$ cat src/rtl/pipe_int_ctrl_if.sv
// -----------------------------------------------------------------------------
// pipe_int_ctrl_if -- pipeline <-> interrupt controller signal bundle.
//
// Inputs to the controller:
//   irq[2:0]     external interrupt lines, level; irq[2] highest priority
//   maskWE       write enable for the mask register
//   maskIn[2:0]  new mask value, 1 = source enabled
//   validEX      EX stage holds a real (non-bubble) instruction
//   pcEX[31:0]   PC of the EX-stage instruction
//   eretEX       EX instruction is ERET
//   stallIn      load-use stall from the hazard unit this cycle
//   flushIn      jump/taken-branch flush from the hazard unit this cycle
// Outputs from the controller:
//   intFlush     one-cycle pulse: squash IF/ID/EX and redirect PC
//   redirectPC   target PC, valid while intFlush=1, else 0
//   epc          saved return PC
//   inISR        handler in progress
//   pending[2:0] latched, not-yet-taken requests
// -----------------------------------------------------------------------------
interface pipe_int_ctrl_if;
   logic [2:0]  irq;
   logic        maskWE;
   logic [2:0]  maskIn;
   logic        validEX;
   logic [31:0] pcEX;
   logic        eretEX;
   logic        stallIn;
   logic        flushIn;
   logic        intFlush;
   logic [31:0] redirectPC;
   logic [31:0] epc;
   logic        inISR;
   logic [2:0]  pending;

   // Pipeline / hazard-unit side.
   modport master (
      output irq, maskWE, maskIn, validEX, pcEX, eretEX, stallIn, flushIn,
      input  intFlush, redirectPC, epc, inISR, pending
   );

   // Interrupt controller side.
   modport slave (
      input  irq, maskWE, maskIn, validEX, pcEX, eretEX, stallIn, flushIn,
      output intFlush, redirectPC, epc, inISR, pending
   );
endinterface

$ cat src/rtl/pipe_int_ctrl.sv
// -----------------------------------------------------------------------------
// pipe_int_ctrl -- pipelined-CPU interrupt controller.
//
// Latches rising edges of three level interrupt lines, waits for a safe EX
// slot (real instruction, no stall, no hazard flush), then issues a one-cycle
// flush/redirect to the handler vector 0x100 + 0x20*source. ERET in EX while
// the handler runs issues a second one-cycle flush/redirect back to epc.
// No nesting: requests arriving in the handler stay pending.
//
// Ports:
//   clk    pipeline clock, rising edge
//   rst_n  asynchronous active-low reset
//   bus    pipe_int_ctrl_if.slave (see interface for signal list)
// -----------------------------------------------------------------------------
module pipe_int_ctrl (
   input  logic             clk,
   input  logic             rst_n,
   pipe_int_ctrl_if.slave   bus
);

   typedef enum logic [2:0] {
      S_IDLE,
      S_WAIT,
      S_TAKE,
      S_ISR,
      S_RET
   } state_t;

   localparam logic [31:0] VECTOR_BASE = 32'h0000_0100;

   state_t      state_q, state_d;
   logic [2:0]  irq_q;
   logic [2:0]  pending_q, pending_d;
   logic [2:0]  mask_q;
   logic [1:0]  src_q, src_d;
   logic [31:0] epc_q, epc_d;

   logic [2:0]  rise;
   logic [2:0]  enabled;
   logic [2:0]  take_clr;
   logic [1:0]  winner;
   logic        safe_slot;
   logic        eret_ok;

   assign rise      = bus.irq & ~irq_q;
   assign enabled   = pending_q & mask_q;
   assign safe_slot = bus.validEX & ~bus.stallIn & ~bus.flushIn;
   assign eret_ok   = bus.eretEX & bus.validEX & ~bus.stallIn;

   // Highest enabled pending source wins.
   always_comb begin
      if (enabled[2])      winner = 2'd2;
      else if (enabled[1]) winner = 2'd1;
      else                 winner = 2'd0;
   end

   // NOTE: every signal assigned in this block gets a default first, so no
   // path can leave one unassigned and infer a latch.
   always_comb begin
      state_d  = state_q;
      src_d    = src_q;
      epc_d    = epc_q;
      take_clr = 3'b000;
      case (state_q)
         S_IDLE: if (enabled != 3'b000) state_d = S_WAIT;
         S_WAIT: begin
            if (enabled == 3'b000) begin
               state_d = S_IDLE;
            end else if (safe_slot) begin
               state_d  = S_TAKE;
               src_d    = winner;
               epc_d    = bus.pcEX;
               take_clr = 3'b001 << winner;
            end
         end
         S_TAKE: state_d = S_ISR;
         S_ISR:  if (eret_ok) state_d = S_RET;
         S_RET:  state_d = S_IDLE;
         default: state_d = S_IDLE;
      endcase
   end

   // The take clear is applied before the new edge is merged, so an edge on
   // the very source being taken survives.
   assign pending_d = (pending_q & ~take_clr) | rise;

   // NOTE: state registers use non-blocking assignments so every flop samples
   // pre-edge values regardless of statement order.
   always_ff @(posedge clk or negedge rst_n) begin
      if (!rst_n) begin
         state_q   <= S_IDLE;
         irq_q     <= 3'b000;
         pending_q <= 3'b000;
         mask_q    <= 3'b111;
         src_q     <= 2'd0;
         epc_q     <= 32'h0;
      end else begin
         state_q   <= state_d;
         irq_q     <= bus.irq;
         pending_q <= pending_d;
         src_q     <= src_d;
         epc_q     <= epc_d;
         if (bus.maskWE) mask_q <= bus.maskIn;
      end
   end

   // Outputs decode straight from state, so reset clears them without a clock.
   always_comb begin
      bus.intFlush   = 1'b0;
      bus.redirectPC = 32'h0;
      case (state_q)
         S_TAKE: begin
            bus.intFlush   = 1'b1;
            bus.redirectPC = VECTOR_BASE + {25'd0, src_q, 5'd0};
         end
         S_RET: begin
            bus.intFlush   = 1'b1;
            bus.redirectPC = epc_q;
         end
         default: ;
      endcase
   end

   assign bus.inISR   = (state_q == S_ISR);
   assign bus.epc     = epc_q;
   assign bus.pending = pending_q;

endmodule

$ cat src/flat_wrapper.sv
// flat-port wrapper written by rule: the top's interface ports become plain ports
module pipe_int_ctrl_flat 
  (clk, rst_n, bus_irq, bus_maskWE, bus_maskIn, bus_validEX, bus_pcEX, bus_eretEX, bus_stallIn, bus_flushIn, bus_intFlush, bus_redirectPC, bus_epc, bus_inISR, bus_pending);
  pipe_int_ctrl_if bus_i ();
  input  logic clk;
  input  logic rst_n;
  input wire logic [$bits(bus_i.irq)-1:0] bus_irq;
  input wire logic [$bits(bus_i.maskWE)-1:0] bus_maskWE;
  input wire logic [$bits(bus_i.maskIn)-1:0] bus_maskIn;
  input wire logic [$bits(bus_i.validEX)-1:0] bus_validEX;
  input wire logic [$bits(bus_i.pcEX)-1:0] bus_pcEX;
  input wire logic [$bits(bus_i.eretEX)-1:0] bus_eretEX;
  input wire logic [$bits(bus_i.stallIn)-1:0] bus_stallIn;
  input wire logic [$bits(bus_i.flushIn)-1:0] bus_flushIn;
  output wire logic [$bits(bus_i.intFlush)-1:0] bus_intFlush;
  output wire logic [$bits(bus_i.redirectPC)-1:0] bus_redirectPC;
  output wire logic [$bits(bus_i.epc)-1:0] bus_epc;
  output wire logic [$bits(bus_i.inISR)-1:0] bus_inISR;
  output wire logic [$bits(bus_i.pending)-1:0] bus_pending;
  assign bus_i.irq = bus_irq;
  assign bus_i.maskWE = bus_maskWE;
  assign bus_i.maskIn = bus_maskIn;
  assign bus_i.validEX = bus_validEX;
  assign bus_i.pcEX = bus_pcEX;
  assign bus_i.eretEX = bus_eretEX;
  assign bus_i.stallIn = bus_stallIn;
  assign bus_i.flushIn = bus_flushIn;
  assign bus_intFlush = bus_i.intFlush;
  assign bus_redirectPC = bus_i.redirectPC;
  assign bus_epc = bus_i.epc;
  assign bus_inISR = bus_i.inISR;
  assign bus_pending = bus_i.pending;
  pipe_int_ctrl u_core (.clk(clk), .rst_n(rst_n), .bus(bus_i));
endmodule
$ cat config.mk
export PLATFORM = sky130hd
export DESIGN_NAME = pipe_int_ctrl_flat
export DESIGN_NICKNAME = d
export VERILOG_FILES = /design/src/rtl/pipe_int_ctrl_if.sv /design/src/rtl/pipe_int_ctrl.sv /design/src/flat_wrapper.sv
export SDC_FILE = /design/constraint.sdc
export NUM_CORES = 1
export LEC_CHECK = 0
export ABC_AREA = 1
export CORE_ASPECT_RATIO = 2
export CORE_MARGIN = 4
export CORE_UTILIZATION = 35
export CTS_CLUSTER_SIZE = 12
export DETAILED_ROUTE_END_ITERATION = 7
export PLACE_DENSITY = 0.76
export SKIP_CTS_REPAIR_TIMING = 1
export SYNTH_ARGS = -nofsm -noshare
export SYNTH_HDL_FRONTEND = slang
export SYNTH_SLANG_ARGS = --single-unit
$ cat constraint.sdc
create_clock -name clk -period 1.2 [get_ports clk]
set_input_delay 0.18 -clock clk [delete_from_list [all_inputs] [get_ports clk]]
set_output_delay 0.18 -clock clk [all_outputs]
set_load 0.005 [all_outputs]
# After elaboration in Yosys (flattened, before gate mapping)
# Cells that the tools add are included.
# W data, S select, Z words.
[word_totals]
regBits = 46
inputBits = 45
output_inout_bits = 69
word_cells = 46
[op_classes]
addsub = 1
eq_ne = 7
n_shift = 1
mux = 12
bitwise = 13
n_reduce_logical = 6
[ops]
columns = ["op", "n"]
rows = [
  ["$pmux W32 S2", 1],
  ["$mux W3", 7],
  ["$pmux W3 S4", 1],
  ["$add A9 B7 Y10 const A", 1],
  ["$and A3 B3 Y3", 3],
  ["$eq A3 B2 Y1 const B", 2],
  ["$logic_not A3 Y1", 2],
  ["$not A3 Y3", 2],
  ["$reduce_and A3 Y1", 2],
  ["$and A1 B1 Y1", 4],
  ["$ne A2 B1 Y1 const B", 2],
  ["$eq A3 B1 Y1 const B", 1],
  ["$eq A3 B3 Y1 const B", 1],
  ["$ne A3 B1 Y1 const B", 1],
  ["$not A1 Y1", 3],
  ["$or A3 B3 Y3", 1],
  ["$reduce_bool A3 Y1", 1],
  ["$shl A1 B2 Y3 const A", 1],
  ["$mux W1", 2],
  ["$mux W2", 1],
  ["$reduce_or A2 Y1", 1],
]

# Logic depth before layout (Yosys ltp)
# Gate-level depths: netlist of the first run.
[depth]
ltp_word = 10
depth_mapped = 9
mapped_depth_nobuf = 7

# Worst setup path before layout of the first run
# No wires, ideal clock.
[synth_path]
kind = "flip-flop to flip-flop"
startpoint = "register u_core.mask_q[1]"
endpoint = "register u_core.epc_q[21] (netlist: u_core.bus.epc[21])"
arrival_ns = 1.217
t_required_ns = 1.083
slack_ns = -0.134
path_stages_with_launch = 8
n_path_buf = 2
period_less_slack_ns = 1.334
path_cell_list = "dfstp_2 nand2_1 nand3_1 nand3_2 inv_2 buf_8 buf_6 o21ai_2"
[synth_between]
elab_chain_len = 4
[synth_lines]
columns = ["element", "line", "source"]
rows = [
  ["start, declared", "pipe_int_ctrl.sv:34", "logic [2:0] mask_q;"],
  ["start signal, assigned", "pipe_int_ctrl.sv:103", "if (bus.maskWE) mask_q <= bus.maskIn;"],
  ["$and A3 B3 Y3", "pipe_int_ctrl.sv:46", "assign enabled = pending_q & mask_q;"],
  ["$logic_not A3 Y1", "pipe_int_ctrl.sv:67", "if (enabled == 3'b000) begin"],
  ["$not A1 Y1 (no line)", "--", ""],
  ["$reduce_and A3 Y1 (no line)", "--", ""],
  ["end signal, assigned", "pipe_int_ctrl.sv:102", "epc_q <= epc_d;"],
  ["end, declared", "pipe_int_ctrl.sv:36", "logic [31:0] epc_q, epc_d;"],
]
# Every way passes these cells.
# A chain may end at the register's enable or synchronous reset.

# Final worst setup path of the first run
[layout_path]
startpoint = "register u_core.state_q[0]"
endpoint = "output bus_redirectPC[20]"
[layout_between]
elab_chain_len = 2
[layout_lines]
columns = ["element", "line", "source"]
rows = [
  ["start, declared", "pipe_int_ctrl.sv:31", "state_t state_q, state_d;"],
  ["start signal, assigned", "pipe_int_ctrl.sv:98", "state_q <= state_d;"],
  ["$eq A3 B3 Y1 / $eq A3 B2 Y1 (equally long branches)", "pipe_int_ctrl.sv:111", "case (state_q)"],
  ["$pmux W32 S2 (*)", "pipe_int_ctrl.sv:111", ""],
  ["end, declared", "flat_wrapper.sv:16", "output wire logic [$bits(bus_i.redirectPC)-1:0] bus_redirectPC;"],
]
# Every way passes the cells marked *; elsewhere a longest branch is shown, timed or not.

==> results.toml, run 1 <==
[clock_tree]
clock-sinks = 46
root_buffer = "clkbuf_16"
cts_tree = "done"
worst_skew_pair.late_latency_ns = 0.29
ctsLongestPathBuffers = 2
cts_buffers = 5
clk_pin_slew_worst_paths_ns = 0.06
h-tree-depth = 2

[routing]
firstDrtPassIters = 4
vias_per_cell = 4.78
drt_wl_total_um = 8160
drt_iter0_drc = 49
ant_nets = 0
wl_per_cell_um = 17.0
drc = 0
via_count = 2299

[cells_and_area]
layout.cells.most_common = "clkdlybuf4s50_1"
antenna_cells = 0
final_cell_mix = "clkdlybuf4s50_1 (43), dfrtp_1 (41), inv_1 (40), dlymetal6s2s_1 (39), buf_4 (32)"
fin_util = 0.784
drive_gt1_frac = 0.490
fin_cells = 481
area_growth_pct = 114
fin_nets = 464

[power]
seq_power_share = 0.294
clkPwrFrac = 0.155
peakVddDrop_v = 0.00159
power_switching_w = 0.00316
power.internal_w = 0.00572
swShare = 0.356
power.total_w = 0.00888
combPwrFrac = 0.550
p_leak_nw = 2.55
powerDensity_nw_per_um2 = 1970

[floorplanning]
dieArea_um2 = 7400
die_w_um = 62.9
initial_core_util = 0.366
ios = 114
die_y_um = 118
rows = 39
coreArea_um2 = 5760

[global_route]
grt_overflow = 0
grt_pass1_wl_um = 9610
antenna_found_initial = 0
gr-usage-met1 = 0.146
grt_max_degree = 47
globalRouteMet2Util = 0.323
busiest_layer = "met2"
track_usage = 0.163
first_global_vias = 2103
use_met3 = 0.0392

[status]
violations = "negative setup slack"
outcome = "finished with violations"

[synthesis]
ys_ff_latch = 46
syn-cell-area_um2 = 2110
synth_top_area_frac = 0.511
netlist_top_cells_area = "dfrtp_1 (51%), nand2_1 (8.6%), inv_1 (7.7%), nor2_1 (6.2%), o21ai_2 (4.2%)"
avgSynthCellArea_um2 = 8.71
ys.flop_type = "dfrtp_1"
synthArstFlopShare = 1.00
yosysWarnings = 0
ys_seq_area_frac = 0.548
ys_types = 23
synth_edf_count = 0
synth_nets = 287
synthCells = 242
synth_top_cell_by_area = "dfrtp_1"

[flow_run]
maxCapViolations = 0

[sta]
setup_viol = 74
tightestPinTransition_ns = 0.364
rsz0062_at_grt = "yes"
final_hold_viol_count = 0
relSlewSlack = 0.757
fin_ws_ns = -0.549
max_clock_freq_ghz = 0.572
skew_ns = 0.00577
maxSlewViolCount = 0
layout_min_cycle_time_ns = 1.75
post-route-period-util = 1.46

[worst_setup_path]
cp-end-kind = "primary output"
crit_arrival_ns = 1.57
cp.required_ns = 1.02
critical_path.max_fanout = 5
path_class = "flip-flop to primary output"
crit_path_start_kind = "flip-flop"

[placed_design]
place_inst = 436
dp_slack_ns = -0.574
gp_congestion = 0.779
dp_hpwl_um = 4790
port_buffers = 113

[worst_hold_path]
hold_class = "input pin to flip-flop"
-- worst max-delay path, cell delays in order, from the launching register on --
cell,delay [ns]
dfrtp_2,0.45
inv_4,0.09
nand3_4,0.11
buf_4,0.16
buf_6,0.11
buf_6,0.11
nor2_1,0.10
dlymetal6s2s_1,0.15
-- metrics by stage --
stage	hold slack, ns	instance area (um^2)	TNS [ns]
3_3_place_gp	0.181	3490	-29.68
2_1_floorplan	-0.116	2120	-2.00
6_report	0.355	4520	-23.39
3_5_place_dp	0.183	3490	-33.26
5_1_grt	0.354	4520	-27.88
4_1_cts	-0.119	3630	-37.30
-- flip-flops by register name (all words and copies together) (netlist names) --
| signal | cells |
|---|---|
| u_core.state_q | 3 |
| u_core.irq_q | 3 |
| u_core.mask_q | 3 |
| u_core.src_q | 2 |
| u_core.bus.epc | 32 |
| u_core.bus.pending | 3 |
-- metal layers --
| layer | vias to the layer above | wire (um) |
|---|---|---|
| li1 | 1097 | - |
| met1 | 1086 | 2550 |
| met2 | 90 | 4790 |
| met3 | 26 | 454 |
| met4 | 0 | 366 |
| met5 | - | 0 |
-- path summary, 6_finish.rpt --
| check | to | startpoint | cells after the start | slack (ns) |
|---|---|---|---|---|
| worst min register to register | u_core.bus.pending[2]$_DFF_PN0_ | u_core.irq_q[2]$_DFF_PN0_ | 1 | 0.42 |
| min in group asynchronous | u_core.src_q[1]$_DFFE_PN0P_ | rst_n | 3 | 0.39 |
| worst min-delay path | u_core.irq_q[0]$_DFF_PN0_ | bus_irq[0] | 1 | 0.36 |
| worst max register to register | u_core.bus.epc[5]$_DFFE_PN0P_ | u_core.state_q[2]$_DFFE_PN0P_ | 9 | -0.29 |
| max in group asynchronous | u_core.mask_q[1]$_DFFE_PN1P_ | rst_n | 3 | 0.53 |
| worst max-delay path | bus_redirectPC[20] | u_core.state_q[0]$_DFFE_PN0P_ | 7 | -0.55 |
-- cell families (layout without fill, tap and decap cells) --
group / count (synthesis) / in the layout / share of synthesized area
AND/OR/NAND/NOR: 96 / 97 / 0.187
buffers and inverters: 56 / 233 / 0.132
flip-flops: 46 / 46 / 0.548
AO/OA/AOI/OAI: 41 / 41 / 0.117
multiplexers: 3 / 3 / 0.0160
-- synth_stat cells, types with 2 or more instances --
library cell,number
nand4_1,2
inv_1,43
o21ai_2,10
dfrtp_1,43
nor2_1,35
nand3_1,7
o22ai_1,2
buf_2,4
dfstp_2,3
nand2_1,48
buf_8,2
o21ai_1,11
inv_2,3
o21ai_0,17
buf_12,2
mux2_2,3
-- layout make-up --
cell class / instances / area [um^2]
Clock inverter: 1 / 5.00
Timing Repair inverter: 1 / 8.76
Inverter: 46 / 193
Sequential cell: 46 / 1160
Timing Repair Buffer: 178 / 1850
Fill cell: 355 / 1240
Multi-Input combinational cell: 141 / 1090
Tap cell: 61 / 76.3
Clock buffer: 7 / 143
-- power by group through the flow --
stage                     clock [W]  sequential, W  combinational, W
after floorplan                   0        0.00263           0.00129
after global placement            0        0.00255           0.00370
after detailed placement          0        0.00259           0.00376
after CTS                   0.00141        0.00257           0.00378
after global routing        0.00148        0.00270           0.00524
final                       0.00138        0.00261           0.00489
(Power assumes the default switching activity.)
==> inputs of run 2 (changes only) <==
CORE_MARGIN = 2   (was 4)
==> run 2 against run 1 <==
Net effect:
- the flow finishes with violations (design-rule violations, negative setup slack)
- non-clock buffer count is 12 higher
- die area fell by 9.5%
- fmax fell by 2.1%
- sequential share of layout area grew 0.19 points
- register-to-register slack got worse by 0.11 ns
- highest routed layer unchanged
==> results.toml, run 2 (synthesis results as in run 1) <==
[status]
outcome = "finished with violations"
violations = "design-rule violations, negative setup slack"

[cells_and_area]
area_growth_pct = 113
fin_cells = 494
fin_util = 0.759
antenna_cells = 0
final_cell_mix = "clkdlybuf4s50_1 (43), inv_1 (42), dfrtp_1 (41), buf_4 (38), dlymetal6s2s_1 (37)"
layout.cells.most_common = "clkdlybuf4s50_1"
drive_gt1_frac = 0.469
fin_nets = 475
largest_reg_flops = 32
postLayoutCellArea_um2 = 4480

[floorplanning]
dieArea_um2 = 6690
die_y_um = 114
rows = 40
initial_core_util = 0.357
coreArea_um2 = 5910
ios = 114
die_w_um = 58.9

[worst_setup_path]
crit_path_start_kind = "flip-flop"
r2r_end = "u_core.bus.epc[18]$_DFFE_PN0P_"
crit_arrival_ns = 1.61
cp.required_ns = 1.02
rr_startpoint = "u_core.state_q[0]$_DFFE_PN0P_"
cp-end-kind = "primary output"
path_class = "flip-flop to primary output"
r2r_cells = 10
critical_path.max_fanout = 6
ff2ff_setup_slack_ns = -0.40

[clock_tree]
clk_pin_slew_worst_paths_ns = 0.06
cts_buffers = 5
clock-sinks = 46
ctsLongestPathBuffers = 2
cts_tree = "done"
h-tree-depth = 2
worst_skew_pair.late_latency_ns = 0.28
root_buffer = "clkbuf_16"

[flow_run]
maxCapViolations = 0

[sta]
tightestPinTransition_ns = 0.317
post-route-period-util = 1.49
relSlewSlack = 0.789
layout_min_cycle_time_ns = 1.79
whs_ns = 0.338
maxSlewViolCount = 0
fin_ws_ns = -0.586
final_hold_viol_count = 0
skew_ns = 0.00609
max_clock_freq_ghz = 0.560
rsz0062_at_grt = "yes"
setup_viol = 74

[global_route]
busiest_layer = "met2"
use_met3 = 0.0601
antenna_found_initial = 0
globalRouteMet2Util = 0.310
gr-usage-met1 = 0.199
first_global_vias = 2142
track_usage = 0.176
grt_pass1_wl_um = 9380
grt_overflow = 0
grt_max_degree = 39

[power]
powerDensity_nw_per_um2 = 2010
p_leak_nw = 2.47
peakVddDrop_v = 0.00103

[routing]
drt_wl_total_um = 8530
drc = 13
ant_nets = 0
wl_per_cell_um = 17.3
firstDrtPassIters = 7
drt_iter0_drc = 131
via_count = 2409
vias_per_cell = 4.88

[placed_design]
dp_slack_ns = -0.510
port_buffers = 113
place_area_um2 = 3510
dp_hpwl_um = 4420
place_inst = 441
gp_congestion = 0.771

[worst_hold_path]
hold_class = "input pin to asynchronous set/reset pin"
==> run 2: how the worst max path moves through the flow <==
stage,startpoint,to,slack (ns),depth (start not counted)
after CTS,u_core.state_q[0]$_DFFE_PN0P_,bus_redirectPC[4],-0.81,5
after detailed placement,u_core.state_q[0]$_DFFE_PN0P_,bus_redirectPC[4],-0.51,5
after floorplan,u_core.mask_q[2]$_DFFE_PN1P_,u_core.bus.epc[21]$_DFFE_PN0P_,-0.07,7
after global routing,u_core.state_q[0]$_DFFE_PN0P_,bus_redirectPC[4],-0.65,7
final,u_core.state_q[0]$_DFFE_PN0P_,bus_redirectPC[4],-0.59,7
after global placement,u_core.state_q[0]$_DFFE_PN0P_,bus_redirectPC[24],-0.42,5
==> run 2: report_power, final <==
| group | leakage [nW] | switching (W) | internal [W] |
|---|---|---|---|
| Clock | 0.0739 | 0.000550 | 0.000826 |
| Sequential | 0.536 | 0.000433 | 0.00223 |
| Combinational | 1.86 | 0.00223 | 0.00276 |
| Total | 2.47 | 0.00321 | 0.00581 |
==> run 2: cell type report <==
| type | count | area (um^2) |
|---|---|---|
| inverters | 46 | 185 |
| repair buffers | 190 | 1960 |
| well taps | 63 | 78.8 |
| multi-input cells | 140 | 946 |
| flip-flops and latches | 46 | 1160 |
| repair inverters | 1 | 8.76 |
| clock buffers | 7 | 143 |
| fillers | 388 | 1420 |
| clock inverters | 1 | 5.00 |
==> run 2: metrics by stage <==
step                total power (W)  TNS [ns]
finish                      0.00902    -25.86
detailed placement          0.00647    -27.67
global placement            0.00628    -24.32
global route                0.00955    -30.23
CTS                         0.00787    -34.62
floorplan                   0.00392     -2.00
==> run 2: layer usage <==
| metal | vias up | share of wire |
|---|---|---|
| met2 | 122 | 0.56 |
| li1 | 1114 | - |
| met5 | - | 0 |
| met3 | 12 | 0.083 |
| met1 | 1161 | 0.35 |
| met4 | 0 | 0.012 |
==> run 2: worst max-delay path, stage by stage, from the launching register on <==
cell and delay [ns]:
dfrtp_2 0.44, inv_2 0.09, nand3_4 0.15, buf_12 0.18
buf_8 0.12, buf_6 0.11, nor2_2 0.10, buf_2 0.12
==> inputs of run 3 (changes only) <==
CORE_UTILIZATION = 42   (was 35)
PLACE_DENSITY = 0.86   (was 0.76)
clock period = 2.12 ns   (was 1.2 ns; I/O delays follow)
==> run 3 against run 2 <==
Net effect:
- the run now ends clean
- clock power down 64%
- flip-flop and latch count unchanged
- non-clock buffer count shrank 72
- power fell by 58%
- sequential share of layout area is 8.5 points higher
- critical path depth decreased by 2
- combinational power shrank 64%
- count of clock-buffer cells in the layout grew 1
- cell area fell by 25%
- worst hold slack lost 0.32 ns
- clock skew is 0.0016 ns higher
- utilization down 6.7 points
- critical path type unchanged
- critical endpoint is now bus_redirectPC[26]
==> results.toml, run 3 (synthesis results as in run 1) <==
[cells_and_area]
final_cell_mix = "clkdlybuf4s50_1 (107), nand2_1 (47), dfrtp_1 (43), inv_1 (42), nor2_1 (35)"
postLayoutCellArea_um2 = 3370
layout.filler_cells = 400
drive_gt1_frac = 0.101
area_growth_pct = 59.9
antenna_cells = 0
fin_util = 0.693
layout.cells.most_common = "clkdlybuf4s50_1"
largest_reg_flops = 32
fin_nets = 402

[sta]
max_clock_freq_ghz = 0.498
setup_viol = 0
post-route-period-util = 0.948
skew_ns = 0.00769
maxSlewViolCount = 0
tightestPinTransition_ns = 0.568
final_hold_viol_count = 0
fin_ws_ns = 0.110
layout_min_cycle_time_ns = 2.01
whs_ns = 0.0162
rsz0062_at_grt = "yes"
relSlewSlack = 0.621

[clock_tree]
clk_pin_slew_worst_paths_ns = 0.08
ctsLongestPathBuffers = 2
h-tree-depth = 2
cts_buffers = 5
worst_skew_pair.late_latency_ns = 0.29
root_buffer = "clkbuf_8"
cts_tree = "done"
clock-sinks = 46

[worst_setup_path]
worstPathCellList = "inv_2 -> nand3_2 -> buf_6 -> nor2_1 -> clkdlybuf4s50_1"
cp-end-kind = "primary output"
crit_arrival_ns = 1.69
crit_start = "u_core.state_q[1]$_DFFE_PN0P_"
cp.required_ns = 1.80
critical_path.max_fanout = 21
path_class = "flip-flop to primary output"
rr_startpoint = "u_core.mask_q[1]$_DFFE_PN1P_"
crit_path_start_kind = "flip-flop"
ff2ff_setup_slack_ns = 0.57
cp_slowest_cell = "clkdlybuf4s50_1"
r2r_cells = 6
r2r_end = "u_core.bus.epc[10]$_DFFE_PN0P_"
worstSetupEndpoint = "bus_redirectPC[26]"
critical-path-max-stage-delay_ns = 0.52

[power]
p_leak_nw = 1.60
swShare = 0.328
powerDensity_nw_per_um2 = 1120
peakVddDrop_v = 0.000817
combPwrFrac = 0.483
clkPwrFrac = 0.133
power_switching_w = 0.00124
power.internal_w = 0.00254
seq_power_share = 0.384

[flow_run]
maxCapViolations = 0

[global_route]
track_usage = 0.204
antenna_found_initial = 0
grt_max_degree = 67
grt_overflow = 0
first_global_vias = 1942
grt_pass1_wl_um = 8600

[routing]
ant_nets = 0
vias_per_cell = 4.70
drc = 0
firstDrtPassIters = 4
wl_per_cell_um = 12.7
drt_iter0_drc = 19
via_count = 1951
drt_wl_total_um = 5280

[placed_design]
place_area_um2 = 3250
dp_slack_ns = 0.282
gp_congestion = 0.809
dp_hpwl_um = 4220
port_buffers = 113

[worst_hold_path]
hold_class = "input pin to asynchronous set/reset pin"

[floorplanning]
rows = 36
initial_core_util = 0.433
ios = 114
coreArea_um2 = 4860
die_w_um = 54.1
dieArea_um2 = 5630
die_y_um = 104

[status]
outcome = "finished, final reports clean"
## run 3: cell count changes in the layout (fill, tap and decap cells not counted), moves of 10 or more
cell / delta
nor2_4: -14
clkbuf_2: -13
buf_2: -19
nand2_1: +22
dlymetal6s2s_1: -32
o21ai_0: +14
buf_4: -37
clkdlybuf4s50_1: +64
o21ai_2: -10
nand2_2: -20
buf_6: -17
nor2_1: +22
clkbuf_16: -12
## run 3: metrics by stage
stage / power (W) / instances / TNS, ns
global placement: 0.00322 / 406 / 0
floorplan: 0.00221 / 242 / 0
detailed placement: 0.00329 / 406 / 0
CTS: 0.00381 / 414 / -0.000215
finish: 0.00378 / 415 / 0
global route: 0.00410 / 415 / -0.000220
## run 3: layer usage
| metal | routed length (um) | GRT usage | up-vias |
|---|---|---|---|
| met5 | 0 | 0 | - |
| met4 | 119 | 0.0768 | 0 |
| met3 | 328 | 0.0445 | 10 |
| met2 | 3040 | 0.381 | 72 |
| met1 | 1800 | 0.202 | 904 |
| li1 | - | - | 965 |
## run 3: worst max-delay path, delay by kind of cell, from the launching register on
kind,cells,cell delay [ns]
and+or+nand+nor,2,0.18
buffers and inverters,3,0.79
DFF,1,0.43
## run 3: how the worst min path moves through the flow
stage	cells after the start	from	endpoint	slack, ns
after CTS	1	rst_n	u_core.bus.pending[1]$_DFF_PN0_	0.02
after detailed placement	1	rst_n	u_core.bus.pending[2]$_DFF_PN0_	0.34
after global routing	1	rst_n	u_core.bus.pending[2]$_DFF_PN0_	0.04
final	1	rst_n	u_core.bus.pending[2]$_DFF_PN0_	0.02
after floorplan	0	rst_n	u_core.bus.epc[0]$_DFFE_PN0P_	0.02
after global placement	1	rst_n	u_core.bus.pending[2]$_DFF_PN0_	0.33
## run 3: cell type report
class                      instances  area [um^2]  area share
sequential                        46         1150       0.343
timing repair buffer             118         1210       0.359
clock buffer                       8         80.1      0.0238
tap                               57         71.3      0.0212
multi-input combinational        140          682       0.202
inverter                          46          173      0.0512
## run 3: power groups by stage
stage	clock [W]	sequential, W	combinational [W]
after floorplan	0	0.00149	0.000720
after global placement	0	0.00146	0.00176
after detailed placement	0	0.00147	0.00182
after CTS	0.000522	0.00146	0.00183
after global routing	0.000561	0.00150	0.00204
final	0.000503	0.00145	0.00182
